<file path="config.mk">
export PLATFORM = sky130hd
export DESIGN_NAME = cdc_event_arbiter
export DESIGN_NICKNAME = d
export VERILOG_FILES = /design/src/rtl/cdc_pkg.sv /design/src/rtl/cdc_sync_bit.sv /design/src/rtl/cdc_event_arbiter.sv
export SDC_FILE = /design/constraint.sdc
export NUM_CORES = 1
export LEC_CHECK = 0
export BUFFER_PORTS_ARGS = -buffer_cell sky130_fd_sc_hd__buf_2
export CAP_MARGIN = 20
export CORE_MARGIN = 3
export CORE_UTILIZATION = 60
export DETAILED_ROUTE_END_ITERATION = 10
export GPL_TIMING_DRIVEN = 0
export PLACE_DENSITY = 0.85
export SETUP_SLACK_MARGIN = 0.15
export SLEW_MARGIN = 25
export SYNTH_ARGS = -nofsm -noshare
export SYNTH_HDL_FRONTEND = slang
export SYNTH_HIERARCHICAL = 1
export SYNTH_SLANG_ARGS = --single-unit
</file>
<file path="constraint.sdc">
create_clock -name clka -period 6.18 [get_ports clka]
set_input_delay 0.309 -clock clka [delete_from_list [all_inputs] [get_ports clka]]
set_output_delay 0.309 -clock clka [all_outputs]
set_load 0.01 [all_outputs]
</file>
<file path="src/rtl/cdc_pkg.sv">
// =====================================================================
// Package  : cdc_pkg
// Brief    : Shared FSM encoding, default parameters and round-robin
//            grant helper for the clka-side CDC event arbiter.
// Revision : 1.0
// =====================================================================
`default_nettype none

package cdc_pkg;

   localparam int c_n_req       = 4;
   localparam int c_data_w      = 8;
   localparam int c_sync_stages = 2;
   localparam int c_timeout_w   = 10;
   localparam int c_max_req     = 32;

   typedef enum logic [1:0] {
      IDLE = 2'd0,
      REQ  = 2'd1,
      REL  = 2'd2
   } cdc_state_e;

   // First set bit of req searching ptr+1, ptr+2, ... modulo n.
   function automatic logic rr_grant(
      input  logic [c_max_req-1:0] req,
      input  int                   n,
      input  int                   ptr,
      output int                   idx
   );
      logic                 valid;
      int                   j;
      logic [c_max_req-1:0] sh;
      valid = 1'b0;
      idx   = 0;
      for (int k = 1; k <= c_max_req; k++) begin
         if (k <= n) begin
            j = ptr + k;
            if (j >= n) j = j - n;
            sh = req >> j;
            if (!valid && sh[0]) begin
               valid = 1'b1;
               idx   = j;
            end
         end
      end
      return valid;
   endfunction

endpackage

`default_nettype wire

</file>
<file path="src/rtl/cdc_sync_bit.sv">
// =====================================================================
// Module   : cdc_sync_bit
// Brief    : STAGES-deep single-bit synchronizer with async reset.
// Revision : 1.0
// =====================================================================
`default_nettype none

module cdc_sync_bit
   import cdc_pkg::*;
#(
   parameter int STAGES = c_sync_stages
) (
   input  logic clk,
   input  logic rst_n,
   input  logic d,
   output logic q
);

   logic [STAGES-1:0] r_sync;

   always_ff @(posedge clk or negedge rst_n) begin
      if (!rst_n) r_sync <= '0;
      else        r_sync <= {r_sync[STAGES-2:0], d};
   end

   assign q = r_sync[STAGES-1];

endmodule

`default_nettype wire

</file>
<file path="src/rtl/cdc_event_arbiter.sv">
// =====================================================================
// Module   : cdc_event_arbiter
// Brief    : Latches per-source event pulses and shares one 4-phase
//            req/ack channel round-robin. CDC_TIMEOUT_EN adds ack watchdog.
// Revision : 1.0
// =====================================================================
`default_nettype none

module cdc_event_arbiter
   import cdc_pkg::*;
#(
   parameter int N_REQ       = c_n_req,
   parameter int DATA_W      = c_data_w,
   parameter int SYNC_STAGES = c_sync_stages,
   parameter int TIMEOUT_W   = c_timeout_w
) (
   input  logic                      clka,
   input  logic                      rst_n,
   input  logic [N_REQ-1:0]          evt_i,
   input  logic [N_REQ*DATA_W-1:0]   evt_data_i,
   output logic                      cdc_req_o,
   output logic [$clog2(N_REQ)-1:0]  cdc_id_o,
   output logic [DATA_W-1:0]         cdc_data_o,
   input  logic                      cdc_ack_i,
   output logic                      busy_o,
   output logic [N_REQ-1:0]          pend_o,
   output logic [N_REQ-1:0]          drop_o,
   output logic                      err_o
);

   localparam int c_id_w = $clog2(N_REQ);

   cdc_state_e            r_state;
   logic [c_id_w-1:0]     r_ptr;
   logic                  r_req;
   logic [c_id_w-1:0]     r_id;
   logic [DATA_W-1:0]     r_data;
   logic [N_REQ-1:0]      r_pend;
   logic [N_REQ-1:0]      r_drop;
   logic [DATA_W-1:0]     r_slot [N_REQ];

   logic                  w_ack_s;
   logic                  w_issue;
   logic                  w_gnt_valid;
   int                    w_gnt_int;
   logic [c_id_w-1:0]     w_gnt_id;
   logic [c_max_req-1:0]  w_req_ext;
   logic [N_REQ-1:0]      w_clr;

   cdc_sync_bit #(
      .STAGES (SYNC_STAGES)
   ) u_ack_sync (
      .clk   (clka),
      .rst_n (rst_n),
      .d     (cdc_ack_i),
      .q     (w_ack_s)
   );

   always_comb begin
      w_req_ext              = '0;
      w_req_ext[N_REQ-1:0]   = r_pend;
      w_gnt_int              = 0;
      w_gnt_valid            = rr_grant(w_req_ext, N_REQ, int'(r_ptr), w_gnt_int);
      w_gnt_id               = c_id_w'(w_gnt_int);
      // A lingering ack from the previous transfer blocks a new request.
      w_issue                = (r_state == IDLE) && w_gnt_valid && !w_ack_s;
      w_clr                  = '0;
      if (w_issue) w_clr[w_gnt_id] = 1'b1;
   end

   // An event arriving on its own grant edge refills the slot just freed.
   always_ff @(posedge clka or negedge rst_n) begin
      if (!rst_n) begin
         r_pend <= '0;
         r_drop <= '0;
         for (int i = 0; i < N_REQ; i++) r_slot[i] <= '0;
      end else begin
         for (int i = 0; i < N_REQ; i++) begin
            r_drop[i] <= evt_i[i] && r_pend[i] && !w_clr[i];
            if (evt_i[i] && (!r_pend[i] || w_clr[i])) begin
               r_pend[i] <= 1'b1;
               r_slot[i] <= evt_data_i[i*DATA_W +: DATA_W];
            end else if (w_clr[i]) begin
               r_pend[i] <= 1'b0;
            end
         end
      end
   end

   always_ff @(posedge clka or negedge rst_n) begin
      if (!rst_n) begin
         r_state <= IDLE;
         r_ptr   <= c_id_w'(N_REQ - 1);
         r_req   <= 1'b0;
         r_id    <= '0;
         r_data  <= '0;
      end else begin
         case (r_state)
            IDLE: begin
               if (w_issue) begin
                  r_id    <= w_gnt_id;
                  r_data  <= r_slot[w_gnt_id];
                  r_req   <= 1'b1;
                  r_ptr   <= w_gnt_id;
                  r_state <= REQ;
               end
            end
            REQ: begin
               if (w_ack_s) begin
                  r_req   <= 1'b0;
                  r_state <= REL;
               end
            end
            REL: begin
               if (!w_ack_s) r_state <= IDLE;
            end
            default: r_state <= IDLE;
         endcase
      end
   end

`ifdef CDC_TIMEOUT_EN
   logic [TIMEOUT_W-1:0] r_tmo;
   logic                 r_err;

   // Counter restarts on entry to REQ and to REL, then saturates.
   always_ff @(posedge clka or negedge rst_n) begin
      if (!rst_n) begin
         r_tmo <= '0;
         r_err <= 1'b0;
      end else if (w_issue || (r_state == REQ && w_ack_s)) begin
         r_tmo <= '0;
      end else if (r_state != IDLE && r_tmo != '1) begin
         r_tmo <= r_tmo + 1'b1;
         if (r_tmo == ~TIMEOUT_W'(1)) r_err <= 1'b1;
      end
   end

   assign err_o = r_err;
`else
   assign err_o = |{TIMEOUT_W{1'b0}};
`endif

   assign cdc_req_o  = r_req;
   assign cdc_id_o   = r_id;
   assign cdc_data_o = r_data;
   assign busy_o     = (r_state != IDLE);
   assign pend_o     = r_pend;
   assign drop_o     = r_drop;

endmodule

`default_nettype wire
</file>
# Yosys cells after proc, flatten, opt, wreduce, memory -nomap -nowiden
# Index checks and enable logic that the tools add are counted.
# totals
regBits	57
in_bits	39
output_inout_bits	21
wordCells	117
# classes
add_sub_neg	8
order_cmp	7
eq_ne	5
shift	4
mux	33
bitwise	1
reduce_logical	44
# ops
op	n
$mux W32	4
$shr A4 B32 Y1	4
$logic_and A1 B1 Y1	18
$bmux W8 S2	1
$mux W8	2
$mux W1	15
$mux W2	7
$ge A3 B3 Y1 const B	4
$logic_not A1 Y1	12
$reduce_bool A2 Y1	6
$sub A3 B3 Y4 const B	3
$add A2 B2 Y3 const B	2
$pmux W2 S3	1
$reduce_and A3 Y1	2
$sub A4 B3 Y5 const B	1
$add A2 B3 Y4 const B	1
$ge A4 B3 Y1 const B	1
$logic_or A1 B1 Y1	4
$mux W4	1
$ne A2 B2 Y1 const B	2
$add A2 B1 Y3 const B	1
$lt A2 B3 Y1 const B	1
$not A2 Y3	1
$demux W1 S2	1
other kinds (7)	7

# Logic depth before layout (Yosys ltp)
# logic_depth
depth_word	22
ltp_mapped	11
depth_no_buf	8

# Hierarchy
# Netlist, hierarchy kept.
# modules_own_cells
module	instances	cells_each	area_per_inst_um2	seq_area_each_um2
cdc_event_arbiter	1	327	3250.6	1378.8
cdc_sync_bit	1	2	50.0	50.0

# Worst setup path after synthesis
# OpenSTA, ideal clock, no wires.
# synth_path
kind	register to register
from	register r_ptr[0]
to	register r_slot[7] (netlist name)
arrival_ps	2972
t_required_ps	6048
setup_slack_ps	3076
path_stages_with_launch	11
n_path_buf	2
cell_sequence	dfstp_2 > buf_4 > inv_1 > ha_1 > mux4_2 > a21bo_2 > a211oi_4 > mux2_4 > and4_1 > buf_6 > o22ai_2
# synth_between
elab_chain_len	21
elab_cells_between_ends	44
classes_between	8 x add/sub; 6 x order compare; 4 x shift; 15 x mux; 11 x reduce/logical
# synth_lines
item	line_no	source
start: declaration	cdc_event_arbiter.sv:34	logic [c_id_w-1:0] r_ptr;
start signal: assignment	cdc_event_arbiter.sv:93	r_ptr <= c_id_w'(N_REQ - 1);
start signal: assignment	cdc_event_arbiter.sv:104	r_ptr <= w_gnt_id;
$add A2 B1 Y3	cdc_pkg.sv:37	j = ptr + k;
$sub A3 B3 Y4 / $ge A3 B3 Y1 (equally long branches)	cdc_pkg.sv:38	if (j >= n) j = j - n;
$mux W32	cdc_pkg.sv:38	
$shr A4 B32 Y1	cdc_pkg.sv:39	sh = req >> j;
$mux W1	cdc_pkg.sv:40	if (!valid && sh[0]) begin
$logic_not A1 Y1	cdc_pkg.sv:40	
$logic_and A1 B1 Y1	cdc_pkg.sv:40	
$mux W1	cdc_pkg.sv:40	
[5 not listed]	--	
$mux W2	cdc_pkg.sv:40	
$lt A2 B3 Y1 (implied by the code) / $ge A2 B1 Y1 (equally long branches)	cdc_event_arbiter.sv:68	if (w_issue) w_clr[w_gnt_id] = 1'b1;
$logic_and A1 B1 Y1 (implied by the code)	cdc_event_arbiter.sv:68	
$mux W1 (implied by the code)	cdc_event_arbiter.sv:68	
$demux W1 S2	cdc_event_arbiter.sv:68	
$mux W4 *	cdc_event_arbiter.sv:68	
$logic_or A1 B1 Y1 *	cdc_event_arbiter.sv:80	if (evt_i[i] && (!r_pend[i] || w_clr[i])) begin
$logic_and A1 B1 Y1 *	cdc_event_arbiter.sv:80	
end signal: indexed assignment	cdc_event_arbiter.sv:82	r_slot[i] <= evt_data_i[i*DATA_W +: DATA_W];
end: declaration	cdc_event_arbiter.sv:40	logic [DATA_W-1:0] r_slot [N_REQ];
# Mark *: on every way between the ends. The rest lies on a longest branch, timed or not.
# A chain may end at the register's enable or synchronous reset.

# Final worst setup path
# layout_path
from	register r_ptr[0]
to	register r_slot[15] (netlist name)
# Same word-level chain as after synthesis.

==> results.txt <==
# DRC: 0
most frequent cells in the layout: nand2_1 (64), buf_2 (59), dfrtp_1 (55), o211ai_1 (37), nand2b_1 (19)
Static Leak: 1.71 nW
Setup crit start kind: register
Die Y: 80.2 um
vias in the first global route: 2789
starting density of the core: 0.634
DIE WIDTH: 80.2 um
max-cap violations: 0
initial drt markers: 272
Cell Count, Final, Fillers Out: 471
Inst Count DP: 455
post-synth cell types: 54
worst hold path class: in -> async
critical path class: reg -> reg
Syn Nets: 373
DP Area: 3670 sq um
sequential share of the synthesized area: 0.433
setup TNS: 0 ns
pre-CTS WS: 2.72 ns
unrepaired setup endpoints after global routing: no
Hold Buf Count CTS: 0
Antenna Cells: 0
measured slew at the worst slew-check pin: 0.868 ns
clock skew: 0.00760 ns
CP Capture Type: register
Async SR Flop Fraction: 1.00
largest net degree at the start of global routing: 58
Gates resized, CTS repair: 0
clk slew on worst S/H paths: 0.07 ns
final instance area: 3880 sq um
Port Buffer Count: 56
Post-synth EDFFs: 0
GPL Wtd Cong: 0.945
Yosys warning count: 6
Post-CTS Setup Inserts: 0
Routed WL per cell: 17.7 um
Final Cycle Share: 0.566
share of layout cells above drive strength 1: 0.264
crit-path max FO: 10
Layout Nets: 440
Top Ports: 60
Max Root-Sink Buffers: 2
Post-Route WL: 8360 um
Mapped Area: 3300 sq um
arrival time of the worst setup path: 3.71 ns
first-pass GRT wire length: 13700 um
CTS tree: done
f_max: 286 MHz
commonest non-fill, non-tap cell in the layout: nand2_1
maximum VDD drop: 0.000388 V
Worst Path Required: 6.39 ns
Final Hold Viols: 0
gr usage total: 0.280
final worst setup slack: 2.68 ns
reg-to-reg slack, setup: 2.68 ns
Post-DP HPWL: 5920 um
PD cells: 677 nW/um^2
area grow syn2layout: 17.6%
via count: 2968
vias per inst: 6.30
status: finished, final reports clean
GR Overflow Total: 0
Sink Count: 57
Post-synth top flop: dfrtp_1
Final min period: 3.50 ns
clk_lat worst skew: 0.34 ns
CTS H-Tree Depth: 3
post-route ant nets: 0
root buffer cell: clkbuf_8
die area: 6430 sq um
Worst slew margin: 0.420
Core Rows: 26
number of CTS-inserted buffers: 9
Avg Cell Area, Syn: 10.0 sq um
final slew viol count: 0
initial antenna violation count: 0
total power: 2.63 mW
Finish-stage setup viols: 0
synthesis-stage register bit count: 57
cells after synthesis: 329
first drt pass iteration count: 6
core area: 5200 sq um
flip-flops by register name, summed over array words and instances, names as in the netlist:
name / cells
drop_o: 4
cdc_id_o: 2
cdc_data_o: 8
r_state: 2
cdc_req_o: 1
pend_o: 4
r_slot: 32
r_ptr: 2
u_ack_sync/r_sync: 2
routing by layer:
layer	share of wire	global-route usage	wire length [um]	vias to the layer above
li1	-	-	-	1366
met1	0.42	0.374	3510	1432
met2	0.48	0.436	4020	149
met3	0.073	0.0706	614	21
met4	0.025	0.111	210	0
met5	0	0	0	-
power by group:
group | internal [mW] | switching (mW) | total (mW)
clock network | 0.211 | 0.148 | 0.359
registers | 0.535 | 0.132 | 0.666
logic | 0.639 | 0.964 | 1.60
cell type report:
class	count	area [sq um]
Buffer	21	133
Clock buffer	15	206
Clock inverter	1	5.00
Fill cell	381	1320
Inverter	7	26.3
Multi-Input combinational cell	244	1710
Sequential cell	57	1430
Tap cell	70	87.6
Timing Repair Buffer	56	283
stage by stage:
step / hold slack [ns] / utilization
2_1_floorplan: 0.0134 / -
3_3_place_gp: 0.337 / 0.705
3_5_place_dp: 0.335 / 0.705
4_1_cts: 0.0387 / 0.746
5_1_grt: 0.0510 / 0.746
6_report: 0.00637 / 0.746
path summary, 6_finish.rpt:
check	startpoint	end	cells past startpoint
max	r_ptr[0]	r_slot[15]	10
min	rst_n	pend_o[1]	1
max reg2reg	r_ptr[0]	r_slot[15]	10
min reg2reg	u_ack_sync/r_sync[0]	u_ack_sync/r_sync[1]	0
max in group asynchronous	rst_n	r_slot[31]	1
min in group clka	cdc_ack_i	u_ack_sync/r_sync[0]	1
cell families (layout without fill, tap and decap cells):
family,count (synthesis),in the layout,share of synthesized area
other,1,1,0.00114
AOI/OAI and AO/OA,95,95,0.245
buffers and inverters,28,100,0.0481
muxes,19,19,0.0675
DFF,57,57,0.433
and+or+nand+nor,124,124,0.187
adders and majority gates,5,5,0.0190
worst max-delay path, stage by stage, from the launching register on:
cell and delay (ns):
dfstp_2 0.57, buf_4 0.21, inv_1 0.17, ha_1 0.45, mux4_2 0.58, a21bo_2 0.25, a211oi_4 0.33, a22oi_2 0.25
buf_2 0.25, o211ai_1 0.20, o211ai_1 0.12
cells in the mapped netlist, drive strengths merged, types with 2 or more instances:
cell | number | area share
nand2 | 64 | 0.073
dfrtp | 55 | 0.42
o211ai | 37 | 0.084
nand2b | 19 | 0.036
o22ai | 16 | 0.036
mux2i | 14 | 0.042
buf | 13 | 0.031
nor2 | 9 | 0.011
a221oi | 8 | 0.021
clkbuf | 8 | 0.0091
nor4 | 8 | 0.020
inv | 7 | 0.0080
o221ai | 6 | 0.016
or2 | 6 | 0.011
and2 | 5 | 0.0095
ha | 5 | 0.019
a21oi | 4 | 0.0061
a32oi | 4 | 0.011
a21boi | 3 | 0.014
mux2 | 3 | 0.011
nand4 | 3 | 0.0057
nor3 | 3 | 0.0061
o21ai | 3 | 0.0045
a31oi | 2 | 0.013
and4 | 2 | 0.0053
dfstp | 2 | 0.016
mux4 | 2 | 0.014
o21a | 2 | 0.0045
or3 | 2 | 0.0038
(Power assumes the default switching activity.)
